===== src/rtl/jtag_dmi_pkg.sv =====
// jtag_dmi_pkg
// Shared definitions for the JTAG debug-module-interface data register:
// the update opcodes, the capture status codes, the request FSM states,
// the DR field layout and a helper that derives the capture status.
package jtag_dmi_pkg;

    // DR field layout, LSB-first: op/status, address, data.
    localparam int OP_W     = 2;
    localparam int OP_LSB   = 0;
    localparam int ADDR_LSB = OP_LSB + OP_W;

    typedef enum logic [1:0] {
        OP_NOP   = 2'd0,
        OP_READ  = 2'd1,
        OP_WRITE = 2'd2,
        OP_CLEAR = 2'd3
    } dmi_op_e;

    typedef enum logic [1:0] {
        STATUS_OK   = 2'd0,
        STATUS_FAIL = 2'd2,
        STATUS_BUSY = 2'd3
    } dmi_status_e;

    typedef enum logic [1:0] {
        S_IDLE     = 2'd0,
        S_REQ      = 2'd1,
        S_WAIT_RSP = 2'd2
    } dmi_state_e;

    // Busy dominates fail so a debugger always learns it was too fast first.
    function automatic dmi_status_e dmi_status(input logic busy, input logic fail);
        dmi_status_e st;
        if (busy) begin
            st = STATUS_BUSY;
        end else if (fail) begin
            st = STATUS_FAIL;
        end else begin
            st = STATUS_OK;
        end
        return st;
    endfunction

endpackage


===== src/rtl/jtag_dmi_dreg_shift_reg.sv =====
// jtag_shift_reg
// Generic W-bit JTAG data register: synchronous clear, parallel capture
// load, and LSB-out serial shift with new data entering at the MSB.
// Ports:
//   clk_i, rst_n_i  clock / async active-low reset
//   clr_i           synchronous clear (highest priority)
//   load_i          parallel load of load_data_i
//   shift_i         shift right, tdi_i into bit W-1
//   q_o             register contents (q_o[0] is the serial output)
module jtag_shift_reg #(
    parameter int W = 42
) (
    input  logic         clk_i,
    input  logic         rst_n_i,
    input  logic         clr_i,
    input  logic         load_i,
    input  logic         shift_i,
    input  logic         tdi_i,
    input  logic [W-1:0] load_data_i,
    output logic [W-1:0] q_o
);

    logic [W-1:0] sr_q;
    logic [W-1:0] sr_d;

    // Next value: clear beats capture beats shift.
    always_comb begin
        sr_d = sr_q;
        if (clr_i) begin
            sr_d = {W{1'b0}};
        end else if (load_i) begin
            sr_d = load_data_i;
        end else if (shift_i) begin
            sr_d = {tdi_i, sr_q[W-1:1]};
        end else begin
            sr_d = sr_q;
        end
    end

    // Register state.
    always_ff @(posedge clk_i or negedge rst_n_i) begin
        if (!rst_n_i) begin
            sr_q <= {W{1'b0}};
        end else begin
            sr_q <= sr_d;
        end
    end

    assign q_o = sr_q;

endmodule


===== src/rtl/jtag_dmi_dreg.sv =====
// jtag_dmi_dreg
// Debug-module-interface DR for the JTAG TAP. A DR scan carries
// {data, addr, op}; Update-DR turns READ/WRITE into one valid/ready request
// to the debug module, and the response is captured on the next scan as
// {last_data, last_addr, status}. Sticky busy/fail flags refuse new work
// until a CLEAR op. All state lives in the tck domain.
// Ports:
//   tck, trstn                     test clock / async active-low reset
//   tdi, debug_tdo                 serial in / out (out = sr[0])
//   state_*                        TAP controller state strobes
//   insn_debug_select              this DR is selected by the IR
//   req_valid/ready, req_op/addr/wdata   request to the debug module
//   rsp_valid/ready, rsp_data/error      response from the debug module
module jtag_dmi_dreg
    import jtag_dmi_pkg::*;
#(
    parameter int ADDR_WIDTH = 8,
    parameter int DATA_WIDTH = 32,
    parameter int OP_WIDTH   = 2
) (
    input  logic                  tck,
    input  logic                  trstn,
    input  logic                  tdi,
    input  logic                  state_test_logic_reset,
    input  logic                  state_capture_dr,
    input  logic                  state_shift_dr,
    input  logic                  state_update_dr,
    input  logic                  insn_debug_select,
    output logic                  debug_tdo,
    output logic                  req_valid,
    input  logic                  req_ready,
    output logic                  req_op,
    output logic [ADDR_WIDTH-1:0] req_addr,
    output logic [DATA_WIDTH-1:0] req_wdata,
    input  logic                  rsp_valid,
    output logic                  rsp_ready,
    input  logic [DATA_WIDTH-1:0] rsp_data,
    input  logic                  rsp_error
);

    localparam int W        = OP_WIDTH + ADDR_WIDTH + DATA_WIDTH;
    localparam int DATA_LSB = OP_WIDTH + ADDR_WIDTH;

    logic [W-1:0]          sr_s;
    logic [W-1:0]          cap_data_s;
    dmi_status_e           status_s;
    dmi_op_e               upd_op_s;
    logic [ADDR_WIDTH-1:0] upd_addr_s;
    logic [DATA_WIDTH-1:0] upd_data_s;
    logic                  tlr_s;
    logic                  upd_s;
    logic                  clear_s;
    logic                  start_s;
    logic                  busy_hit_s;
    logic                  rsp_fire_s;

    dmi_state_e            state_q;
    logic                  req_valid_q;
    logic                  rsp_ready_q;
    logic                  req_op_q;
    logic [ADDR_WIDTH-1:0] req_addr_q;
    logic [DATA_WIDTH-1:0] req_wdata_q;

    logic                  busy_q;
    logic                  busy_d;
    logic                  fail_q;
    logic                  fail_d;
    logic [ADDR_WIDTH-1:0] last_addr_q;
    logic [ADDR_WIDTH-1:0] last_addr_d;
    logic [DATA_WIDTH-1:0] last_data_q;
    logic [DATA_WIDTH-1:0] last_data_d;

    assign tlr_s = state_test_logic_reset;

    // The FSM being away from IDLE reads as busy even before the sticky flag is set.
    assign status_s   = dmi_status(busy_q || (state_q != S_IDLE), fail_q);
    assign cap_data_s = {last_data_q, last_addr_q, status_s};

    jtag_shift_reg #(
        .W (W)
    ) u_sr (
        .clk_i       (tck),
        .rst_n_i     (trstn),
        .clr_i       (tlr_s),
        .load_i      (state_capture_dr && insn_debug_select),
        .shift_i     (state_shift_dr && insn_debug_select),
        .tdi_i       (tdi),
        .load_data_i (cap_data_s),
        .q_o         (sr_s)
    );

    assign upd_op_s   = dmi_op_e'(sr_s[OP_WIDTH-1:0]);
    assign upd_addr_s = sr_s[DATA_LSB-1:OP_WIDTH];
    assign upd_data_s = sr_s[W-1:DATA_LSB];

    assign upd_s      = state_update_dr && insn_debug_select && !tlr_s;
    assign clear_s    = upd_s && (upd_op_s == OP_CLEAR);
    assign busy_hit_s = upd_s && (upd_op_s != OP_CLEAR) && (state_q != S_IDLE);
    assign start_s    = upd_s && ((upd_op_s == OP_READ) || (upd_op_s == OP_WRITE)) &&
                        (state_q == S_IDLE) && !busy_q && !fail_q;
    assign rsp_fire_s = (state_q == S_WAIT_RSP) && rsp_valid;

    // Sticky flags and the last-transaction record. A response accepted in the
    // same cycle as CLEAR still reports its failure.
    always_comb begin
        busy_d      = busy_q;
        fail_d      = fail_q;
        last_addr_d = last_addr_q;
        last_data_d = last_data_q;
        if (tlr_s) begin
            busy_d      = 1'b0;
            fail_d      = 1'b0;
            last_addr_d = {ADDR_WIDTH{1'b0}};
            last_data_d = {DATA_WIDTH{1'b0}};
        end else begin
            if (clear_s) begin
                busy_d = 1'b0;
            end else if (busy_hit_s) begin
                busy_d = 1'b1;
            end else begin
                busy_d = busy_q;
            end
            if (rsp_fire_s && rsp_error) begin
                fail_d = 1'b1;
            end else if (clear_s) begin
                fail_d = 1'b0;
            end else begin
                fail_d = fail_q;
            end
            if (start_s) begin
                last_addr_d = upd_addr_s;
            end else begin
                last_addr_d = last_addr_q;
            end
            // Writes leave the previous read data visible.
            if (rsp_fire_s && !req_op_q) begin
                last_data_d = rsp_data;
            end else begin
                last_data_d = last_data_q;
            end
        end
    end

    // Register sticky flags and the last-transaction record.
    always_ff @(posedge tck or negedge trstn) begin
        if (!trstn) begin
            busy_q      <= 1'b0;
            fail_q      <= 1'b0;
            last_addr_q <= {ADDR_WIDTH{1'b0}};
            last_data_q <= {DATA_WIDTH{1'b0}};
        end else begin
            busy_q      <= busy_d;
            fail_q      <= fail_d;
            last_addr_q <= last_addr_d;
            last_data_q <= last_data_d;
        end
    end

    // Request FSM with registered handshake outputs. Test-Logic-Reset does not
    // touch it so an outstanding handshake always finishes cleanly.
    always_ff @(posedge tck or negedge trstn) begin
        if (!trstn) begin
            state_q     <= S_IDLE;
            req_valid_q <= 1'b0;
            rsp_ready_q <= 1'b0;
            req_op_q    <= 1'b0;
            req_addr_q  <= {ADDR_WIDTH{1'b0}};
            req_wdata_q <= {DATA_WIDTH{1'b0}};
        end else begin
            case (state_q)
                S_IDLE: begin
                    if (start_s) begin
                        state_q     <= S_REQ;
                        req_valid_q <= 1'b1;
                        req_op_q    <= (upd_op_s == OP_WRITE);
                        req_addr_q  <= upd_addr_s;
                        req_wdata_q <= upd_data_s;
                    end
                end
                S_REQ: begin
                    if (req_ready) begin
                        state_q     <= S_WAIT_RSP;
                        req_valid_q <= 1'b0;
                        rsp_ready_q <= 1'b1;
                    end
                end
                S_WAIT_RSP: begin
                    if (rsp_valid) begin
                        state_q     <= S_IDLE;
                        rsp_ready_q <= 1'b0;
                    end
                end
                default: begin
                    state_q     <= S_IDLE;
                    req_valid_q <= 1'b0;
                    rsp_ready_q <= 1'b0;
                end
            endcase
        end
    end

    assign debug_tdo = sr_s[0];
    assign req_valid = req_valid_q;
    assign rsp_ready = rsp_ready_q;
    assign req_op    = req_op_q;
    assign req_addr  = req_addr_q;
    assign req_wdata = req_wdata_q;

endmodule


===== config.mk =====
export PLATFORM = sky130hd
export DESIGN_NAME = jtag_dmi_dreg
export DESIGN_NICKNAME = d
export VERILOG_FILES = /design/src/rtl/jtag_dmi_pkg.sv /design/src/rtl/jtag_dmi_dreg_shift_reg.sv /design/src/rtl/jtag_dmi_dreg.sv
export SDC_FILE = /design/constraint.sdc
export NUM_CORES = 1
export LEC_CHECK = 0
export BUFFER_PORTS_ARGS = -buffer_cell sky130_fd_sc_hd__buf_2
export CORE_MARGIN = 4
export CORE_UTILIZATION = 60
export DETAILED_ROUTE_END_ITERATION = 10
export GPL_TIMING_DRIVEN = 0
export PLACE_DENSITY_LB_ADDON = 0.05
export SYNTH_ARGS = -nofsm -noshare
export SYNTH_HDL_FRONTEND = slang
export SYNTH_SLANG_ARGS = --single-unit

===== constraint.sdc =====
create_clock -name tck -period 3.5 [get_ports tck]
set_input_delay 0.525 -clock tck [delete_from_list [all_inputs] [get_ports tck]]
set_output_delay 0.525 -clock tck [all_outputs]
set_load 0.02 [all_outputs]

==> results.sh <==
export IMPL_fin_cells=672
export IMPL_async_reset_ff_share_pct=100
export IMPL_rsz0062_at_grt="false"
export IMPL_yosysTopAreaCellShare_pct=58.5
export IMPL_grt_first_pass_wirelength_mm=19.8
export IMPL_max_cap_violations=0
export IMPL_dpl_cell_count=639
export IMPL_finalHoldViolations=0
export IMPL_fp_dieH_um=104
export IMPL_dpl_hpwl_mm=7.76
export IMPL_fin_ws_ns=1.43
export IMPL_grt_use_total_pct=23.0
export IMPL_cts_resized=0
export IMPL_post_synth_instance_area_sq_um=5520
export IMPL_required_ns=3.89
export IMPL_port_buffers=85
export IMPL_syn_num_nets=490
export IMPL_drt_iter0_drc=188
export IMPL_first_pass_iters=4
export IMPL_max_stage_delay_ns=0.43
export IMPL_slew_headroom_pct=52.8
export IMPL_yosys_area_top_type="dfrtp_1"
export IMPL_grt_busiest_layer="met2"
export IMPL_cts_sinks=129
export IMPL_endpoint_kind="register"
export IMPL_status="completed"
export IMPL_skew_ns=0.00601
export IMPL_tns_ns=0
export IMPL_pin_count=87
export IMPL_mostFrequentLayoutCell="dfrtp_1"
export IMPL_grt_met2_usage_pct=36.2
export IMPL_wl_per_cell_um=17.7
export IMPL_p_total_uw=3550
export IMPL_gr_total_overflow=0
export IMPL_cts_root_buf="clkbuf_8"
export IMPL_ys_flop_type="dfrtp_1"
export IMPL_syn_inst=445
export IMPL_met3_usage_pct=5.34
export IMPL_wl_mm=11.9
export IMPL_seq_area_frac_synth_pct=58.5
export IMPL_die_w_um=104
export IMPL_min_period_ns=2.07
export IMPL_max_slew_worst_pin_slew_ns=0.709
export IMPL_coreArea_sq_um=8850
export IMPL_vias_per_cell=5.68
export IMPL_whs_ns=0.245
export IMPL_reg2reg_from="u_sr.q_o[0]"
export IMPL_clk_pin_slew_ns=0.06
export IMPL_synth_seq_cells=129
export IMPL_htreeDepth=4
export IMPL_crit_path_max_fanout=10
export IMPL_min_period_over_period_pct=59.2
export IMPL_areaGrowthSynthToFinish_pct=22.7
export IMPL_avgSynthCellArea_sq_um=12.4
export IMPL_num_vias=3814
export IMPL_cts_tree="yes"
export IMPL_initial_core_util_pct=62.4
export IMPL_use_met1_pct=31.5
export IMPL_arrival_ns=2.46
export IMPL_hp_start="rsp_data[26]"
export IMPL_fmax_mhz=482
export IMPL_clock_path_buffers=2
export IMPL_grt_pass1_vias=3907
export IMPL_ys_top_cells_by_area="dfrtp_1 58%, mux2_4 8.7%, mux2i_1 7.4%, o2bb2ai_1 6.7%, nand2_1 4.9%"
export IMPL_finalMaxSlewViolations=0
export IMPL_final_nets=596
export IMPL_min_path_type="primary input to register"
export IMPL_numCtsBuffers=17
export IMPL_row_count=34
export IMPL_cellLeakagePower_uw=0.00351
export IMPL_grt_antenna_before_repair=0
export IMPL_gp_congestion=0.796
export IMPL_mostFrequentLayoutCells="129 x dfrtp_1, 93 x buf_2, 72 x nand2_1"
export IMPL_synth_edff_count=0
export IMPL_pre_cts_ws_ns=1.42
export IMPL_cp_start_kind="register"
export IMPL_setup_worst_path_class="register to register"
export IMPL_cp_startpoint="u_sr.q_o[0]"
export IMPL_synth_warnings=0
export IMPL_ys_types=30
export IMPL_vdd_drop_max_v=0.000397
export IMPL_drive_gt1_share_pct=31.0
export IMPL_antenna_cells=0
export IMPL_grt_max_degree=94
export IMPL_setup_viol=0
export IMPL_crit_chain="inv_1, ha_1, nor4bb_1, buf_4, nand2_4, buf_6, mux2_4"
export IMPL_cp_slowest_cell="dfrtp_1"
export IMPL_ant_nets=0
export IMPL_drc=0
export IMPL_clkLatencyLatePin_ns=0.51
export IMPL_dieArea_sq_um=10800
export IMPL_powerDensity_nw_per_um2=523
flip-flops by register name, summed over array words and instances, names as in the netlist:
| register | cells |
|---|---|
| u_sr.q_o | 42 |
| rsp_ready | 1 |
| last_addr_q | 8 |
| req_op | 1 |
| req_addr | 8 |
| state_q | 2 |
| busy_q | 1 |
| last_data_q | 32 |
| req_valid | 1 |
| fail_q | 1 |
| req_wdata | 32 |
repair_timing:
action | CTS | global route
endpoints found under the hold margin | 36 | 0
setup buffers | 0 | 0
hold buffers | 1 | 0
final timing paths:
| check | endpoint | slack [ns] | cells after the start |
|---|---|---|---|
| max | req_wdata[30] | 1.43 | 7 |
| min | last_data_q[26] | 0.25 | 3 |
| max reg2reg | req_wdata[30] | 1.43 | 7 |
| min reg2reg | req_addr[5] | 0.48 | 1 |
| max in group asynchronous | rsp_ready | 2.27 | 3 |
| min in group asynchronous | u_sr.q_o[15] | 0.49 | 2 |
kinds of logic (layout without fill, tap and decap cells):
logic type      Yosys count  after routing  share of synthesized area (%)
compound gates          107            107                           13.3
buf+inv                  36            155                           3.26
simple gates             97             97                           8.16
mux                      74             74                           16.3
flops                   129            129                           58.5
fa+ha+maj                 2              2                          0.453
worst max-delay path, delay by kind of cell (launching register included):
kind	cells	cell delay (ns)
adder cells (fa/ha/maj)	1	0.30
multiplexers	1	0.30
AND/OR/NAND/NOR	2	0.39
buffers and inverters	3	0.54
flip-flops	1	0.43
cell type report:
| cell class | instances | area, sq um |
|---|---|---|
| clock inverter | 12 | 204 |
| multi-input combinational | 280 | 2110 |
| inverter | 1 | 3.75 |
| timing repair buffer | 87 | 469 |
| clock buffer | 20 | 445 |
| sequential | 129 | 3230 |
| tap | 108 | 135 |
| buffer | 35 | 176 |
| fill | 580 | 2070 |
cells in the mapped netlist (2+ instances only):
cell	number
ha_1	2
mux2i_1	41
o2bb2ai_1	42
mux2_4	32
nor4bb_1	2
o21ai_0	11
nand2_1	72
buf_1	3
or2_2	2
nand4bb_1	2
dfrtp_1	129
a21oi_1	44
clkbuf_1	18
buf_2	9
buf_6	4
nor2_1	3
a21bo_2	7
nor2b_1	2
nand3_1	9
where the power goes:
part	internal (uW)	leakage, uW	switching, uW
Clock	1270	0.000308	658
Sequential	1490	0.00180	0.768
Combinational	38.7	0.00140	83.1
per-layer routing:
layer / wire (um) / share of wire (%) / vias to the layer above
li1: - / - / 1789
met1: 5530 / 46 / 1906
met2: 5750 / 48 / 107
met3: 515 / 4.3 / 12
met4: 131 / 1.1 / 0
met5: 0 / 0 / -
through the flow:
step | area (sq um) | utilization (%)
CTS | 6770 | 76.6
floorplan | 5520 | -
global route | 6770 | 76.6
detailed placement | 6110 | 69.1
finish | 6770 | 76.6
global placement | 6080 | 68.7
Note: power is estimated with default switching activity, not from simulation.
